File: src/rtl/pwm_deadtime_if.sv
// Handshake bundle between the PWM core side and the dead-time stage.
// PWM_DEADTIME_FAULT_EN adds the fault latch signals.
interface pwm_deadtime_if #(
  parameter int DT_WIDTH = 16
);
  logic                enable;
  logic                pwm_in;
  logic [DT_WIDTH-1:0] dead_time;
  logic                pwm_h;
  logic                pwm_l;
  logic                in_dead;
`ifdef PWM_DEADTIME_FAULT_EN
  logic                fault_in;
  logic                fault_clr;
  logic                fault_latched;

  modport master (
    output enable, pwm_in, dead_time,
    output fault_in, fault_clr,
    input  pwm_h, pwm_l, in_dead,
    input  fault_latched
  );

  modport slave (
    input  enable, pwm_in, dead_time,
    input  fault_in, fault_clr,
    output pwm_h, pwm_l, in_dead,
    output fault_latched
  );
`else
  modport master (
    output enable, pwm_in, dead_time,
    input  pwm_h, pwm_l, in_dead
  );

  modport slave (
    input  enable, pwm_in, dead_time,
    output pwm_h, pwm_l, in_dead
  );
`endif
endinterface

File: src/rtl/pwm_deadtime.sv
// Complementary gate driver with programmable dead time.
// Optional fault latch enabled by PWM_DEADTIME_FAULT_EN.
module pwm_deadtime #(
  parameter int DT_WIDTH     = 16,
  parameter int H_ACTIVE_LOW = 0,
  parameter int L_ACTIVE_LOW = 0
) (
  input logic          clk,
  input logic          reset,
  pwm_deadtime_if.slave bus
);

  localparam logic H_INV = (H_ACTIVE_LOW != 0);
  localparam logic L_INV = (L_ACTIVE_LOW != 0);

  typedef enum logic [2:0] {
    S_OFF,
    S_DEAD,
    S_H_ON,
`ifdef PWM_DEADTIME_FAULT_EN
    S_L_ON,
    S_FAULT
`else
    S_L_ON
`endif
  } state_t;

  state_t              state;
  state_t              nxt;
  logic                pwm_q;
  logic                tgt;
  logic                nxt_tgt;
  logic [DT_WIDTH-1:0] cnt;
  logic [DT_WIDTH-1:0] nxt_cnt;
  logic                h_q;
  logic                l_q;
  logic                dead_q;
`ifdef PWM_DEADTIME_FAULT_EN
  logic                fault_q;
`endif

  always_comb begin
    nxt     = state;
    nxt_tgt = tgt;
    nxt_cnt = cnt;
`ifdef PWM_DEADTIME_FAULT_EN
    if (bus.fault_in) begin
      nxt = S_FAULT;
    end else if (state == S_FAULT) begin
      if (bus.fault_clr) nxt = S_OFF;
    end else
`endif
    if (!bus.enable) begin
      nxt = S_OFF;
    end else begin
      unique case (state)
        S_OFF: begin
          nxt     = S_DEAD;
          nxt_tgt = pwm_q;
          nxt_cnt = bus.dead_time;
        end
        S_H_ON: begin
          if (!pwm_q) begin
            nxt     = S_DEAD;
            nxt_tgt = 1'b0;
            nxt_cnt = bus.dead_time;
          end
        end
        S_L_ON: begin
          if (pwm_q) begin
            nxt     = S_DEAD;
            nxt_tgt = 1'b1;
            nxt_cnt = bus.dead_time;
          end
        end
        S_DEAD: begin
          // A glitch shorter than the gap just restarts the gap
          if (pwm_q != tgt) begin
            nxt_tgt = pwm_q;
            nxt_cnt = bus.dead_time;
          end else if (cnt == '0) begin
            nxt = tgt ? S_H_ON : S_L_ON;
          end else begin
            nxt_cnt = cnt - DT_WIDTH'(1);
          end
        end
        default: nxt = S_OFF;
      endcase
    end
  end

  // Outputs registered from the next state so they track the state flop
  always_ff @(posedge clk) begin
    if (reset) begin
      state   <= S_OFF;
      pwm_q   <= 1'b0;
      tgt     <= 1'b0;
      cnt     <= '0;
      h_q     <= H_INV;
      l_q     <= L_INV;
      dead_q  <= 1'b0;
`ifdef PWM_DEADTIME_FAULT_EN
      fault_q <= 1'b0;
`endif
    end else begin
      state   <= nxt;
      pwm_q   <= bus.pwm_in;
      tgt     <= nxt_tgt;
      cnt     <= nxt_cnt;
      h_q     <= (nxt == S_H_ON) ^ H_INV;
      l_q     <= (nxt == S_L_ON) ^ L_INV;
      dead_q  <= (nxt == S_DEAD);
`ifdef PWM_DEADTIME_FAULT_EN
      fault_q <= (nxt == S_FAULT);
`endif
    end
  end

  assign bus.pwm_h   = h_q;
  assign bus.pwm_l   = l_q;
  assign bus.in_dead = dead_q;
`ifdef PWM_DEADTIME_FAULT_EN
  assign bus.fault_latched = fault_q;
`endif

endmodule

File: src/flat_wrapper.sv
// flat-port wrapper written by rule: the top's interface ports become plain ports
module pwm_deadtime_flat 
#(
  parameter int DT_WIDTH     = 16,
  parameter int H_ACTIVE_LOW = 0,
  parameter int L_ACTIVE_LOW = 0
)
  (clk, reset, bus_enable, bus_pwm_in, bus_dead_time, bus_pwm_h, bus_pwm_l, bus_in_dead);
  pwm_deadtime_if #(.DT_WIDTH(DT_WIDTH)) bus_i ();
  input logic clk;
  input logic reset;
  input wire logic [$bits(bus_i.enable)-1:0] bus_enable;
  input wire logic [$bits(bus_i.pwm_in)-1:0] bus_pwm_in;
  input wire logic [$bits(bus_i.dead_time)-1:0] bus_dead_time;
  output wire logic [$bits(bus_i.pwm_h)-1:0] bus_pwm_h;
  output wire logic [$bits(bus_i.pwm_l)-1:0] bus_pwm_l;
  output wire logic [$bits(bus_i.in_dead)-1:0] bus_in_dead;
  assign bus_i.enable = bus_enable;
  assign bus_i.pwm_in = bus_pwm_in;
  assign bus_i.dead_time = bus_dead_time;
  assign bus_pwm_h = bus_i.pwm_h;
  assign bus_pwm_l = bus_i.pwm_l;
  assign bus_in_dead = bus_i.in_dead;
  pwm_deadtime #(.DT_WIDTH(DT_WIDTH), .H_ACTIVE_LOW(H_ACTIVE_LOW), .L_ACTIVE_LOW(L_ACTIVE_LOW)) u_core (.clk(clk), .reset(reset), .bus(bus_i));
endmodule
File: config.mk
export PLATFORM = sky130hd
export DESIGN_NAME = pwm_deadtime_flat
export DESIGN_NICKNAME = d
export VERILOG_FILES = /design/src/rtl/pwm_deadtime_if.sv /design/src/rtl/pwm_deadtime.sv /design/src/flat_wrapper.sv
export SDC_FILE = /design/constraint.sdc
export NUM_CORES = 1
export LEC_CHECK = 0
export BUFFER_PORTS_ARGS = -buffer_cell sky130_fd_sc_hd__buf_2
export CORE_MARGIN = 4
export CORE_UTILIZATION = 40
export CTS_CLUSTER_DIAMETER = 40
export DETAILED_ROUTE_END_ITERATION = 12
export GPL_TIMING_DRIVEN = 0
export PLACE_DENSITY_LB_ADDON = 0.25
export SYNTH_ARGS = -nofsm -noshare
export SYNTH_HDL_FRONTEND = slang
export SYNTH_SLANG_ARGS = --single-unit
File: constraint.sdc
create_clock -name clk -period 2 [get_ports clk]
set_input_delay 0.4 -clock clk [delete_from_list [all_inputs] [get_ports clk]]
set_output_delay 0.4 -clock clk [all_outputs]
set_load 0.1 [all_outputs]
==> Word-level counts from Yosys, hierarchy flattened <==
Index checks and enable logic that the tools add are counted.
{ "classes": {"addsub": 1, "n_mux": 16, "reduce_logical": 5, "eq_ne": 11} }
{ "ops": {"columns": ["cell", "count"], "rows": [
  ["16-bit two-way mux", 4],
  ["16-bit one-hot mux with 4 select lines", 1],
  ["16-bit logical NOT", 1],
  ["16-bit by 1-bit subtractor with 16-bit output (second input constant)", 1],
  ["3-bit two-way mux", 5],
  ["3-bit by 2-bit equality test with 1-bit output (second input constant)", 4],
  ["3-bit one-hot mux with 4 select lines", 1],
  ["5-bit AND reduction", 2],
  ["3-bit by 1-bit equality test with 1-bit output (second input constant)", 2],
  ["1-bit two-way mux", 4],
  ["2-bit by 1-bit != test with 1-bit output (second input constant)", 2],
  ["1-bit one-hot mux with 4 select lines", 1],
  ["4-bit nonzero test", 1],
  ["3-bit logical NOT", 1],
  ["3-bit by 2-bit != test with 1-bit output (second input constant)", 1],
  ["2-bit != test (second input constant)", 1],
  ["1-bit != test", 1]
]} }
{ "word_totals": {"in_bits": 20, "word_cells": 40, "output_inout_bits": 3, "reg_bits": 24} }

==> Longest topological paths before layout <==
Gate-level depths: netlist of run 1.
{ "depth": {"ltp_word": 6, "mapped_depth": 8, "ltp_nobuf": 7} }

==> Worst setup path before layout of run 1 <==
No wires, ideal clock.
{ "synth_path": {"path_kind": "register to register", "from": "register u_core.cnt[0]", "to": "register u_core.cnt[2]", "slack_ps": -247, "path_stages_with_launch": 9, "period_less_slack_ps": 2247, "n_path_buf": 1, "t_required_ps": 1862, "arrival_time_ps": 2109, "setup_time_ps": 138, "cell_sequence": "dfxtp_1 -> inv_1 -> ha_1 -> or4b_1 -> or3_4 -> o31ai_4 -> buf_6 -> a21o_1 -> a21oi_2"} }
{ "synth_via": {"elab_chain_len": 4, "elab_cells_between_ends": 7, "cone_classes": "1 x add/sub; 1 x eq/ne; 3 x mux; 2 x reduce/logical"} }
{ "synth_rtl": {"columns": ["item", "line_no", "text"], "rows": [
  ["start, declared", "pwm_deadtime.sv:33", "logic [DT_WIDTH-1:0] cnt;"],
  ["start signal, assigned", "pwm_deadtime.sv:109", "cnt <= nxt_cnt;"],
  ["16-bit by 1-bit subtractor with 16-bit output", "pwm_deadtime.sv:84", "nxt_cnt = cnt - DT_WIDTH'(1);"],
  ["16-bit two-way mux", "pwm_deadtime.sv:81", "end else if (cnt == '0) begin"],
  ["16-bit two-way mux", "pwm_deadtime.sv:78", "if (pwm_q != tgt) begin"],
  ["16-bit one-hot mux with 4 select lines", "pwm_deadtime.sv:56", "unique case (state)"]
]} }
Parallel ways exist; a longest one is shown, timed or not. The select of a mux whose other input is x is not followed.
A chain may end at the register's enable or synchronous reset.

==> Worst setup path after layout of run 1 <==
{ "layout_path": {"from": "register u_core.cnt[1]", "to": "register u_core.cnt[7]"} }
The elaborated chain is that of the path after synthesis.

==> results_dict.tcl, run 1 <==
set metrics [dict create \
    yosys_warnings 0 \
    ys_seq_elements 24 \
    ir_drop_uv 249 \
    clk_pin_slew_worst_paths_ps 160 \
    p_sw_uw 347 \
    fillers 341 \
    stdcell_area_mm2 0.00185 \
    status "finished with violations" \
    setup.worst_path.class "reg2reg" \
    slew_headroom 0.496 \
    critical_path.max_fanout 8 \
    start_util 0.422 \
    ys.flop_type "dfxtp_1" \
    min_period_ps 2260 \
    area_growth_pct 29.6 \
    regToRegSetupSlack_ps -260 \
    overflow 0 \
    ioPinCount 23 \
    place_area_mm2 0.00162 \
    grt_usage 0.175 \
    dp_hpwl_um 2560 \
    violations "negative setup slack" \
    p_total_uw 1090 \
    cts_max_level 1 \
    synth-seq-area-share 0.336 \
    clock_path_buffers 2 \
    fin_crit_sh 1.13 \
    yosys.area.top_type "dfxtp_1" \
    hold_slack_ps 321 \
    synth_xor_xnor_area_share 0.0123 \
    cts-hold-fix-buffers 0 \
    dr.pass1.iters 4 \
    synth_top_cell_area_share 0.336 \
    fin_setup_tns_ps -4040 \
    pwr-share-seq 0.481 \
    routed_wl_um 3890 \
    drive_above_1_share 0.336 \
    hp-start "bus_pwm_in" \
    hp-class "in2reg" \
    p_int_uw 739 \
    regToRegStartpoint "u_core.cnt[1]" \
    hold_viol 0 \
    yosysUniqueCellTypes 44 \
    design.core.area_mm2 0.00339 \
    clock.fmax_ghz 0.443 \
    grt_pass1_wl_um 6130 \
    required_ps 2210 \
    die_w_um 67.8 \
    grt_max_degree 14 \
    first_iter_violations 120 \
    skew_ps 21.3 \
    p_leak_uw 0.000717 \
    drv_slew 0 \
    clk_latency_ps 330 \
    finalSetupViolations 20 \
    cpMaxStageDelayCell "or4b_4" \
    hold_end "u_core.pwm_q" \
    rows 21 \
    cp-start-kind "flop" \
    synth_edf_count 0 \
    drv_cap 0 \
    numPortBuffers 22 \
    r2r-end "u_core.cnt[7]" \
    syn_avg_cell_area_um2 7.85 \
    worst_setup_path_end_kind "flop" \
    yosys.area_share.adder 0.00876 \
    grt_pass1_vias 1296 \
    setup_slack_ps -256 \
    cpPeakStageDelay_ps 480 \
    synth_mux_area_frac 0.00788 \
    diodes 0 \
    async_flop_share 0 \
    yosys.area_share.simple 0.271 \
    wl_per_cell_um 14.8 \
    ys_top_cells_by_area "dfxtp_1 (34%), a21o_1 (5.8%), a21oi_1 (5.3%), nand2_1 (5.3%), a21oi_2 (4.9%)" \
    die_area_mm2 0.00459 \
    synth_compound_area_frac 0.307 \
    critical-path-top-delay-family "simple AND/OR/NAND/NOR gates" \
    num_vias 1445 \
    worst_pin_slew_ps 756 \
    switching_share 0.319 \
    dp_slack_ps -352 \
    detail-route-antenna-nets 0 \
    cts_tree "yes" \
    numClockSinks 24 \
    die_h_um 67.8 \
    hold_depth 2 \
    numCtsBuffers 3 \
    synth_top_family_by_area "compound AO/OA/AOI/OAI gates" \
    synth_nets 203 \
    rsz0062_at_grt "yes" \
    viasPerCell 5.49 \
    gp_routability_congestion 0.798 \
    final_nets 239 \
    antenna_found_initial 0 \
    drc 0 \
    netlist_area_mm2 0.00143 \
    clkPwrFrac 0.251 \
    power.density_mw_per_mm2 586 \
    path_cells "inv_2 > ha_4 > or4b_4 > or3_4 > o31ai_4 > buf_6 > clkbuf_16 > a21o_1 > a21oi_2" \
    root_buffer "clkbuf_4" \
    path_buf_inv 3 \
    syn-instance-count 182 \
    power_frac_comb 0.268 \
    arrival_ps 2470 \
    reg2reg_depth 9 \
]
[cell type report]
class	instances	area (um2)	area share
well taps	46	57.6	0.0311
flip-flops and latches	24	488	0.264
repair buffers	31	220	0.119
inverters	5	18.8	0.0101
multi-input cells	142	960	0.518
plain buffers	11	71.3	0.0385
clock buffers	4	36.3	0.0196
[metrics by stage]
step            util  cells
3_3_place_gp   0.478    250
4_1_cts        0.510    259
6_report       0.546    263
5_1_grt        0.546    263
3_5_place_dp   0.478    250
2_1_floorplan      -    182
[cell families (layout without fill, tap and decap cells)]
kind of cell | Yosys count | in the layout
multiplexers | 1 | 1
AND/OR/NAND/NOR | 75 | 75
XOR/XNOR | 2 | 2
AO/OA/AOI/OAI | 62 | 62
flip-flops | 24 | 24
adder cells (fa/ha/maj) | 1 | 1
buffers and inverters | 16 | 51
other | 1 | 1
[power groups by stage]
stage	Sequential [uW]	Clock (uW)	Combinational [uW]
after floorplan	533	0	171
after global placement	532	0	233
after detailed placement	533	0	234
after CTS	523	276	258
after global routing	526	294	319
final	522	273	291
[worst max-delay path by stage]
stage | from | end | slack, ps | cells past startpoint
final | u_core.cnt[1] | u_core.cnt[7] | -260 | 9
after global routing | u_core.cnt[1] | u_core.cnt[7] | -310 | 9
after CTS | u_core.cnt[1] | u_core.cnt[9] | -200 | 9
after detailed placement | u_core.cnt[1] | u_core.state[0] | -350 | 7
after global placement | u_core.cnt[1] | u_core.bus.pwm_h | -370 | 7
after floorplan | u_core.cnt[6] | u_core.cnt[2] | -100 | 7
[cell usage in the layout (no fill, tap or decap), types with 3 or more instances in the layout]
cell | synthesis | routed
buf_2 | 1 | 22
nand2_1 | 20 | 20
dfxtp_1 | 24 | 20
nor2_1 | 16 | 15
a21oi_1 | 15 | 13
a21o_1 | 11 | 11
a21oi_2 | 8 | 10
clkbuf_1 | 7 | 7
o21ai_2 | 5 | 7
nor3_1 | 7 | 6
nand3_1 | 6 | 6
buf_4 | 0 | 5
o21ai_0 | 4 | 4
or4_1 | 5 | 4
a31oi_1 | 4 | 4
buf_6 | 2 | 3
o31ai_4 | 1 | 3
inv_1 | 5 | 3
nor2b_1 | 3 | 3
nand3b_1 | 3 | 3
clkbuf_4 | 0 | 3
dfxtp_2 | 0 | 3
[synth_stat cells, types with 2 or more instances]
cell / n
nand3_1: 6
dfxtp_1: 24
or3_1: 2
nor2b_1: 3
nand2_1: 20
and2_1: 2
clkbuf_1: 7
o21ai_0: 4
buf_6: 2
o31ai_1: 2
o21ai_2: 5
or4_1: 5
inv_1: 5
a21o_1: 11
nor3_1: 7
a31oi_1: 4
o211ai_1: 2
a21oi_2: 8
o21ai_1: 4
nor2_1: 16
o311ai_0: 2
nor4_1: 3
nand3b_1: 3
a21oi_1: 15
[timing repair]
item                       in CTS  in global routing
setup endpoints to repair      20                 20
buffers inserted                5                  2
pin swaps                       2                  7
cloned                          0                  2
gates resized for setup         9                 12
[metal layers]
metal,routed length [um],vias up,global-route usage
li1,-,729,-
met1,1910,685,0.240
met2,1810,29,0.284
met3,153,2,0.0233
met4,19,0,0.0456
met5,0,-,0
[registers in the layout, indices dropped and copies added, names as in the netlist]
register	cells
u_core.state	3
u_core.bus.in_dead	1
u_core.bus.pwm_h	1
u_core.cnt	16
u_core.tgt	1
u_core.bus.pwm_l	1
u_core.pwm_q	1
Power figures use the tool's default switching activity.
==> run 2, diff against run 1 <==
Settings changed: CORE_UTILIZATION 40 to 45, PLACE_DENSITY set to 0.8, PLACE_DENSITY_LB_ADDON 0.25 to not set.
==> run 2 against run 1 <==
Net effect:
- the run still ends with negative setup slack left
- sequential share of layout area decreased by 1.3 points
- die area decreased by 9.8%
- clock skew shrank 19 ps
- fmax shrank 0.50%
- via count is 7.3% higher
- clock power down 4%
- cell area is 4.7% higher
==> results_dict.tcl, run 2 (synthesis gave the netlist of run 1 again) <==
set metrics [dict create \
    status "finished with violations" \
    violations "negative setup slack" \
    grt_usage 0.199 \
    drv_cap 0 \
    clk_pin_slew_worst_paths_ps 140 \
    fin_setup_tns_ps -3940 \
    detail-route-antenna-nets 0 \
    finalSetupViolations 19 \
    dr.pass1.iters 5 \
    critical_path.max_fanout 7 \
    regToRegStartpoint "u_core.cnt[2]" \
    numPortBuffers 22 \
    grt_pass1_vias 1449 \
    largest_register_ffs 16 \
    final_nets 241 \
    design.core.area_mm2 0.00305 \
    ioPinCount 23 \
    viasPerCell 5.90 \
    cp-start-kind "flop" \
    drv_slew 0 \
    power.density_mw_per_mm2 579 \
    root_buffer "clkbuf_4" \
    rsz0062_at_grt "yes" \
    fillers 260 \
    place_area_mm2 0.00162 \
    routed_wl_um 4220 \
    wl_per_cell_um 16.1 \
    multi_input_area_mm2 0.00102 \
    hp-start "bus_pwm_in" \
    reg2reg_depth 7 \
    hp-class "in2reg" \
    skew_ps 2.29 \
    cts_max_level 1 \
    setup.worst_path.class "reg2reg" \
    ir_drop_uv 210 \
    min_period_ps 2270 \
    hold_depth 2 \
    die_w_um 64.4 \
    cts-hold-fix-buffers 0 \
    largest_registers "u_core.cnt (16), u_core.state (3)" \
    grt_max_degree 14 \
    drc 0 \
    die_area_mm2 0.00414 \
    fin_crit_sh 1.13 \
    stdcell_area_mm2 0.00194 \
    dp_slack_ps -341 \
    numClockSinks 24 \
    worst_setup_path_end_kind "flop" \
    rows 20 \
    gp_routability_congestion 0.881 \
    antenna_found_initial 0 \
    arrival_ps 2460 \
    critical-path-top-delay-family "simple AND/OR/NAND/NOR gates" \
    cpMaxStageDelayCell "or4b_4" \
    cpPeakStageDelay_ps 590 \
    clock_path_buffers 2 \
    clock.fmax_ghz 0.441 \
    worst_pin_slew_ps 736 \
    seq_area_um2 485 \
    dp_hpwl_um 2540 \
    regMostFlops "u_core.cnt" \
    layout_commonest_cell "buf_2" \
    start_util 0.468 \
    layout_common_cells "buf_2 (22), nand2_1 (20), dfxtp_1 (20)" \
    clk_latency_ps 320 \
    path_cells "or4b_4 > or3_4 > o31ai_4 > buf_6 > buf_8 > a21o_1 > a21oi_2" \
    first_iter_violations 168 \
    setup_slack_ps -268 \
    die_h_um 64.4 \
    post-route-util 0.635 \
    r2r-end "u_core.cnt[7]" \
    diodes 0 \
    drive_above_1_share 0.384 \
    path_buf_inv 2 \
    p_total_uw 1120 \
    hold_viol 0 \
    hold_end "u_core.pwm_q" \
    cts_tree "yes" \
    required_ps 2190 \
    numCtsBuffers 3 \
    num_vias 1551 \
    regToRegSetupSlack_ps -270 \
    grt_pass1_wl_um 6670 \
    p_leak_uw 0.000741 \
    area_growth_pct 35.6 \
    overflow 0 \
    slew_headroom 0.510 \
]
## run 2: worst max path at each step
stage	start	end	slack [ps]	depth (start not counted)
after floorplan	u_core.cnt[6]	u_core.cnt[2]	-100	7
after global placement	u_core.cnt[1]	u_core.bus.pwm_h	-330	7
after detailed placement	u_core.cnt[1]	u_core.cnt[7]	-340	8
after CTS	u_core.cnt[8]	u_core.cnt[3]	-230	8
after global routing	u_core.cnt[2]	u_core.cnt[7]	-320	7
final	u_core.cnt[2]	u_core.cnt[7]	-270	7
## run 2: metrics by stage
step           std cells  hold WS (ps)
2_1_floorplan        182           446
3_3_place_gp         248           455
3_5_place_dp         248           466
4_1_cts              265           308
5_1_grt              263           325
6_report             263           300
## run 2: cell type report
cell class                 instances  area share
multi-input combinational        142       0.524
sequential                        24       0.250
timing repair buffer              36       0.141
tap                               44      0.0284
buffer                             8      0.0271
clock buffer                       4      0.0187
inverter                           5     0.00968
## run 2: timing repair
| item | in CTS | in global routing |
|---|---|---|
| buffers inserted | 11 | 1 |
| endpoints found under the setup margin | 20 | 21 |
| pin swaps | 5 | 12 |
| gates cloned | 2 | 0 |
| resized for setup | 18 | 17 |
## run 2: worst register-to-register path, stage by stage, from the launching register on
cell and delay, ps:
dfxtp_1 430, or4b_4 590, or3_4 410, o31ai_4 190, buf_6 220, buf_8 140
a21o_1 110, a21oi_2 60
## run 2: report_power, final
part	leakage, uW	internal, uW	total (uW)	switching [uW]
logic	0.000522	154	333	179
registers	0.000198	500	528	28.6
clock network	0.0000210	111	262	151
total	0.000741	765	1120	358
## run 2: per-layer routing
metal | GRT usage | part of all wire | vias up
li1 | - | - | 737
met1 | 0.269 | 0.42 | 737
met2 | 0.320 | 0.48 | 63
met3 | 0.0316 | 0.063 | 14
met4 | 0.0660 | 0.030 | 0
met5 | 0 | 0 | -
==> run 3, diff against run 2 <==
Settings changed: BUFFER_PORTS_ARGS -buffer_cell sky130_fd_sc_hd__buf_2 to -buffer_cell sky130_fd_sc_hd__clkbuf_2, PLACE_DENSITY 0.8 to 0.78.
Clock period 2 ns to 2.5 ns, I/O delays scaled along.
==> run 3 against run 2 <==
Net effect:
- the flow now finishes without violations
- register-to-register slack better by 400 ps
- count of clock-buffer cells in the layout stayed put
- clock power is 18% lower
- clock skew is 0.99 ps higher
- cell area is 15% lower
- sequential share of layout area is 4.0 points higher
- cell count is 3.4% lower
- utilization is 9.3 points lower
- sequential power is 21% lower
- critical endpoint is now u_core.cnt[5]
==> results_dict.tcl, run 3 (synthesis gave the netlist of run 1 again) <==
set metrics [dict create \
    gp_routability_congestion 0.855 \
    worst_setup_path_end_kind "flop" \
    start_util 0.468 \
    p_leak_uw 0.000645 \
    wl_per_cell_um 13.1 \
    power_frac_comb 0.226 \
    hold_viol 0 \
    detail-route-antenna-nets 0 \
    grt_pass1_wl_um 5780 \
    drc 0 \
    grt_usage 0.172 \
    pwr-share-seq 0.510 \
    first_iter_violations 132 \
    slew_headroom 0.561 \
    cts_tree "yes" \
    setup.worst_path.class "reg2reg" \
    grt_max_degree 14 \
    routed_wl_um 3330 \
    dp_hpwl_um 2370 \
    worst_pin_slew_ps 658 \
    antenna_found_initial 0 \
    die_area_mm2 0.00414 \
    status "finished clean" \
    overflow 0 \
    viasPerCell 5.41 \
    grt_pass1_vias 1269 \
    area_growth_pct 15.8 \
    final_nets 232 \
    cpPeakStageDelay_ps 510 \
    numPortBuffers 22 \
    rsz0062_at_grt "no" \
    num_vias 1374 \
    die_w_um 64.4 \
    ir_drop_uv 181 \
    skew_ps 3.28 \
    cts-hold-fix-buffers 0 \
    critical_path.max_fanout 10 \
    min_period_ps 2370 \
    critical-path-top-delay-family "simple AND/OR/NAND/NOR gates" \
    placed_cells 248 \
    largest_registers "u_core.cnt (16), u_core.state (3)" \
    diodes 0 \
    largest_register_ffs 16 \
    clkPwrFrac 0.264 \
    path_cells "inv_1 > ha_1 > or4b_4 > or3_4 > o31ai_4 > buf_4 > buf_6 > a21o_1 > a21oi_2" \
    fillers 305 \
    required_ps 2710 \
    clk_latency_ps 330 \
    ioPinCount 23 \
    drv_slew 0 \
    p_int_uw 564 \
    cts_max_level 1 \
    drive_above_1_share 0.233 \
    dr.pass1.iters 4 \
    finalSetupViolations 0 \
    power.density_mw_per_mm2 494 \
    clk_pin_slew_worst_paths_ps 140 \
    cp-start-kind "flop" \
    cpMaxStageDelayCell "or4b_4" \
    hp-class "in2reg" \
    arrival_ps 2580 \
    regMostFlops "u_core.cnt" \
    p_sw_uw 254 \
    clock.fmax_ghz 0.422 \
    die_h_um 64.4 \
    design.core.area_mm2 0.00305 \
    numCtsBuffers 3 \
    root_buffer "clkbuf_4" \
    stdcell_count 254 \
    layout_commonest_cell "dfxtp_1" \
    rows 20 \
    clock_path_buffers 2 \
    layout_common_cells "dfxtp_1 (24), clkbuf_2 (22), nand2_1 (20)" \
    switching_share 0.310 \
    numClockSinks 24 \
    p_total_uw 818 \
    drv_cap 0 \
    fin_crit_sh 0.949 \
    post-route-util 0.542 \
    path_buf_inv 3 \
]
-- run 3: changes by cell type in the layout (fill, tap and decap cells not counted), moves of 3 or more --
cell      delta
dfxtp_1      +4
clkbuf_2    +22
buf_6        -3
o21ai_2      -3
buf_4        -5
dfxtp_2      -4
a21oi_1      +5
buf_2       -21
o21ai_1      +3
a21oi_2      -5
-- run 3: cell type report --
class,count,area (um2),share of cell area
repair buffers,24,125,0.0756
multi-input cells,142,881,0.533
well taps,44,55.1,0.0333
inverters,5,18.8,0.0113
flip-flops and latches,24,480,0.290
clock buffers,4,36.3,0.0219
plain buffers,11,57.6,0.0348
-- run 3: timing repair --
action | 4_1_cts | 5_1_grt
pin swaps | 1 | 0
setup buffers | 2 | 0
endpoints found under the setup margin | 11 | 8
resized for setup | 0 | 2
-- run 3: power by group through the flow --
stage / Combinational, uW / Sequential, uW / Clock, uW
after global placement: 175 / 424 / 0
after detailed placement: 175 / 425 / 0
after global routing: 208 / 421 / 234
after floorplan: 129 / 425 / 0
final: 185 / 417 / 216
after CTS: 179 / 416 / 219
-- run 3: final timing paths --
kind | start | endpoint | slack (ps) | cells after the start
min reg2reg | u_core.cnt[14] | u_core.cnt[14] | 480 | 2
max reg2reg | u_core.cnt[0] | u_core.cnt[5] | 130 | 9
max | u_core.cnt[0] | u_core.cnt[5] | 130 | 9
min | bus_pwm_in | u_core.pwm_q | 370 | 2
-- run 3: through the flow --
step	area (um2)	setup WS [ps]	hold slack (ps)	setup TNS [ps]
detailed placement	1590	-17.7	462	-79.0
finish	1650	128	369	0
floorplan	1430	253	446	0
CTS	1650	6.14	367	0
global route	1650	17.1	386	0
global placement	1590	-31.3	456	-146
-- run 3: metal layers --
metal,global-route usage,vias up,wire [um]
li1,-,719,-
met2,0.269,28,1480
met5,0,-,0
met3,0.0193,5,97
met1,0.241,622,1700
met4,0.0633,0,56
